File: src/rtl/design_06_pkg.sv
// Shared definitions for the design_06 registered adder.
// The default width lives here. The {carry, sum} result layout also lives here, at the
// default width; design_06 redeclares the same layout at its own parameter width W.
package design_06_pkg;

    localparam int unsigned DESIGN_06_W_DEFAULT = 10;

    // Adder result: carry-out above the modulo-2^W sum.
    typedef struct packed {
        logic                           carry;
        logic [DESIGN_06_W_DEFAULT-1:0] sum;
    } add_res_t;

endpackage

File: src/rtl/design_06_add.sv
// Combinational W-bit unsigned adder producing the modulo-2^W sum and the carry-out.
module design_06_add
    import design_06_pkg::*;
#(
    parameter int unsigned W = DESIGN_06_W_DEFAULT
) (
    input  logic [W-1:0] a,
    input  logic [W-1:0] b,
    output logic [W-1:0] sum,
    output logic         carry
);

    // Widen by one bit so the carry falls out of the top of the addition.
    assign {carry, sum} = {1'b0, a} + {1'b0, b};

endmodule

File: src/rtl/design_06.sv
// Registered adder with a start/valid strobe handshake.
// A start edge captures a + b into y. valid pulses for one cycle on the following cycle.
// Optional feature: define DESIGN_06_OVF_EN to add the registered carry-out port ovf.
module design_06
    import design_06_pkg::*;
#(
    parameter int unsigned W = DESIGN_06_W_DEFAULT
) (
    input  logic         clk,
    input  logic         rst_n,
    input  logic         start,
    input  logic [W-1:0] a,
    input  logic [W-1:0] b,
    output logic [W-1:0] y,
`ifdef DESIGN_06_OVF_EN
    output logic         valid,
    output logic         ovf
`else
    output logic         valid
`endif
);

    typedef struct packed {
        logic         carry;
        logic [W-1:0] sum;
    } res_t;

    res_t         add_res;
    logic [W-1:0] y_q, y_d;
    logic         valid_q, valid_d;

    design_06_add #(
        .W (W)
    ) u_add (
        .a     (a),
        .b     (b),
        .sum   (add_res.sum),
        .carry (add_res.carry)
    );

`ifdef DESIGN_06_OVF_EN
    logic ovf_q, ovf_d;
`else
    logic unused_carry;
    assign unused_carry = add_res.carry;
`endif

    // Next state: capture on start; otherwise hold the result. valid simply follows start.
    always_comb begin
        y_d     = y_q;
        valid_d = start;
`ifdef DESIGN_06_OVF_EN
        ovf_d   = ovf_q;
`endif
        if (start) begin
            y_d   = add_res.sum;
`ifdef DESIGN_06_OVF_EN
            ovf_d = add_res.carry;
`endif
        end
    end

    // State registers with asynchronous active-low clear.
    always_ff @(posedge clk or negedge rst_n) begin
        if (!rst_n) begin
            y_q     <= '0;
            valid_q <= 1'b0;
`ifdef DESIGN_06_OVF_EN
            ovf_q   <= 1'b0;
`endif
        end else begin
            y_q     <= y_d;
            valid_q <= valid_d;
`ifdef DESIGN_06_OVF_EN
            ovf_q   <= ovf_d;
`endif
        end
    end

    assign y     = y_q;
    assign valid = valid_q;
`ifdef DESIGN_06_OVF_EN
    assign ovf   = ovf_q;
`endif

endmodule

File: config.mk
export PLATFORM = sky130hd
export DESIGN_NAME = design_06
export DESIGN_NICKNAME = d
export VERILOG_FILES = /design/src/rtl/design_06_pkg.sv /design/src/rtl/design_06_add.sv /design/src/rtl/design_06.sv
export SDC_FILE = /design/constraint.sdc
export NUM_CORES = 1
export LEC_CHECK = 0
export ABC_AREA = 1
export CAP_MARGIN = 20
export CORE_ASPECT_RATIO = 0.9
export CORE_MARGIN = 1
export CORE_UTILIZATION = 38
export DETAILED_ROUTE_END_ITERATION = 6
export GPL_TIMING_DRIVEN = 1
export PLACE_DENSITY_LB_ADDON = 0.25
export SYNTH_ARGS = -nofsm -noshare
export SYNTH_HDL_FRONTEND = slang
export SYNTH_SLANG_ARGS = --single-unit
File: constraint.sdc
create_clock -name clk -period 0.8 [get_ports clk]
set_input_delay 0.2 -clock clk [delete_from_list [all_inputs] [get_ports clk]]
set_output_delay 0.2 -clock clk [all_outputs]
set_load 0.005 [all_outputs]
==> out/metrics.cfg, run 1 <==
[outcome]
status=finished with violations
violations=negative setup slack

[die]
fp.dieH_um=46.8
io_pins=34
core_area_um2=2010
initial_utilization_pct=42.2
row_count=15
dieArea_um2=2430
die_w_um=51.8

[timing]
final-setup-viol-count=20
fin_tns_setup_ns=-4.30
finalCritPeriodShare_pct=141
hold_violations=0
clock_skew_ns=0
max_freq_mhz=887
slew_violations=0
tightest_slew_ns=0.267
rsz0062_at_grt=true
fin_ws_ns=-0.327
max_slew_margin_pct=82.1
layout_min_cycle_time_ns=1.13

[route]
drtPass1Iterations=4
drt_iter0_drc=25
ant_nets=0
drc=0
vias_per_cell=5.15
wire_per_inst_um=15.4
wirelength_um=3170
via_count=1060

[clock_tree]
cts_sinks=11
numCtsBuffers=3
htree_num_levels=1
cts_tree=yes
ctsRootBufferMaster=clkbuf_4
clk-insertion-delay-late_ns=0.29
cts_buffer_depth=2
cts_hold_buf=0
cts.clk_slew.worst_paths_ns=0.07

[yosys]
synth_xor_area_share_pct=3.10
synth_fp_nets=150
synth-simple-area-share_pct=33.6
ys.warnings.count=0
netlist.area_leader.share_pct=32.4
yosysMostFrequentCell=nand2_1
yosysSeqAreaShare_pct=32.4
async_reset_ff_share_pct=100
ys_types=24
synth_flop_cell=dfrtp_1
synthMuxAreaShare_pct=0
synth-compound-area-share_pct=8.41
ys_seq_elements=11
yosysTopAreaCell=dfrtp_1
netlist_area_um2=848
synth_adder_area_share_pct=15.6
synth_top_family_by_area=simple AND/OR/NAND/NOR gates
syn_inst=117
synth_commonest_cells=45 x nand2_1, 11 x dfrtp_1, 11 x inv_1
ys_top_cells_by_area=dfrtp_1 32%, nand2_1 20%, ha_1 13%
postSynthAreaPerCell_um2=7.25
synth_edf_count=0

[global_route]
grt.total_usage_pct=25.8
antenna_found_initial=0
grt_pass1_vias=1018
met1_usage_pct=25.7
use_met3_pct=7.12
grt_overflow_total=0
grt_max_degree=13
grt_pass1_wl_um=4370
grt_busiest_layer=met2
met2_usage_pct=49.4

[setup_path]
crit_path_max_incr_delay_ns=0.36
cp_num_buf_inv=2
crit_fanout=3
r2r_start=y[3]
crit_chain=buf_6 -> ha_4 -> inv_2 -> fa_2 -> o21ai_4 -> nand2_2 -> nand2_2 -> nand2_1 -> nand3_1 -> nand2_1
r2r_cells=4
start_kind=primary input
slowest_stage=fa_2
crit_path_start=b[0]
arrival_ns=1.31
cp_num_cells=10
endpoint_kind=register
cp_top_family=adder cells
criticalPathCategory=primary input to register
critPathRequiredTime_ns=0.98

[power]
p_comb_share_pct=52.8
clkPwrFrac_pct=17.7
p_sw_w=0.000816
sw_frac_of_total_pct=35.4
ir_drop_mv=1.24
power_density_nw_per_um2=1360
power_leakage_nw=0.830
p_int_w=0.00149
power.share.sequential_pct=29.6

[finish]
syn_to_final_growth_pct=99.1
fill_cells=105
seq_area_um2=275
final_nets=215
utilization_pct=84.1
drive_gt1_share_pct=60.2
antennaDiodeCount=0
multiInputGateArea_um2=807

[placement]
dpl.hpwl_um=1840
globalplace.congestion=0.844
port_buffers=33

[run]
max_cap_violations=0

[worst_hold_path]
hold_path_depth=4
worst_hold_startpoint=a[0]
hp-class=primary input to register

## metrics by stage
step	total power (W)	worst slack (ns)	std cells	hold WS [ns]	instance area [um2]
2_1_floorplan	0.00112	-0.461	117	-0.0956	980
3_3_place_gp	0.00159	-1.04	187	0.457	1450
3_5_place_dp	0.00162	-1.09	187	0.468	1450
4_1_cts	0.00211	-0.357	201	0.238	1580
5_1_grt	0.00243	-0.373	206	0.218	1690
6_report	0.00230	-0.327	206	0.220	1690
## per-layer routing
metal,wire length (um),up-vias
li1,-,505
met1,1180,487
met2,1650,52
met3,185,16
met4,162,0
met5,0,-
## what timing repair did
action                     CTS  global route
resized for setup          157            17
setup buffers               11             5
pin swaps                   46            22
setup endpoints to repair   21            21
## power by group through the flow
stage                     registers [W]  logic, W  clock network (W)
after floorplan                0.000701  0.000421                  0
after global placement         0.000690  0.000895                  0
after detailed placement       0.000693  0.000926                  0
after CTS                      0.000678   0.00104           0.000388
after global routing           0.000689   0.00129           0.000446
final                          0.000680   0.00121           0.000406
## cells in the final DEF (no fill, tap or decap), types with 2 or more instances in the layout
master	n
nand2_1	30
buf_4	23
buf_2	19
buf_6	15
nand2_2	11
dfrtp_1	11
ha_4	9
inv_1	8
nand3_1	4
nand2_4	4
nor2_4	4
a21oi_2	3
nor2_1	3
o21ai_1	3
nand3_2	3
clkbuf_4	3
clkdlybuf4s50_1	3
inv_2	2
inv_4	2
nand3_4	2
nand3b_1	2
xnor2_1	2
## worst register-to-register path, cell delays in order (launching register included)
cell and delay [ns]:
dfrtp_1 0.38, buf_4 0.13, buf_4 0.12, nand2_1 0.05
o21ai_1 0.06
## layout make-up
cell class | instances | area share [%]
sequential | 11 | 16.3
tap | 25 | 1.85
inverter | 12 | 2.96
timing repair buffer | 62 | 29.6
clock buffer | 4 | 1.56
multi-input combinational | 92 | 47.8
## sequential cells by signal (all words and copies together) (netlist names)
register and cells:
y 10, valid 1
## logic make-up after synthesis
| logic type | after synthesis |
|---|---|
| fa+ha+maj | 10 |
| xor+xnor | 3 |
| compound gates | 12 |
| buf+inv | 14 |
| flops | 11 |
| simple gates | 67 |
## final timing paths
| kind | endpoint | slack [ns] |
|---|---|---|
| max | y[6] | -0.33 |
| min | y[0] | 0.22 |
| max reg2reg | y[3] | -0.05 |
| min reg2reg | y[0] | 0.48 |
| max in group asynchronous | y[8] | 0.46 |
| min in group asynchronous | y[5] | 0.23 |
Note: power is estimated with default switching activity, not from simulation.
==> inputs of run 2 (changes only) <==
--- a/config.mk
+++ b/config.mk
@@ -10,9 +10,11 @@
 export CORE_ASPECT_RATIO = 0.9
 export CORE_MARGIN = 1
 export CORE_UTILIZATION = 38
+export CTS_CLUSTER_SIZE = 12
 export DETAILED_ROUTE_END_ITERATION = 6
 export GPL_TIMING_DRIVEN = 1
 export PLACE_DENSITY_LB_ADDON = 0.25
+export SLEW_MARGIN = 30
 export SYNTH_ARGS = -nofsm -noshare
 export SYNTH_HDL_FRONTEND = slang
 export SYNTH_SLANG_ARGS = --single-unit
==> results of run 2 <==
No change in the layout: final DEF, timing and power equal those of run 1.
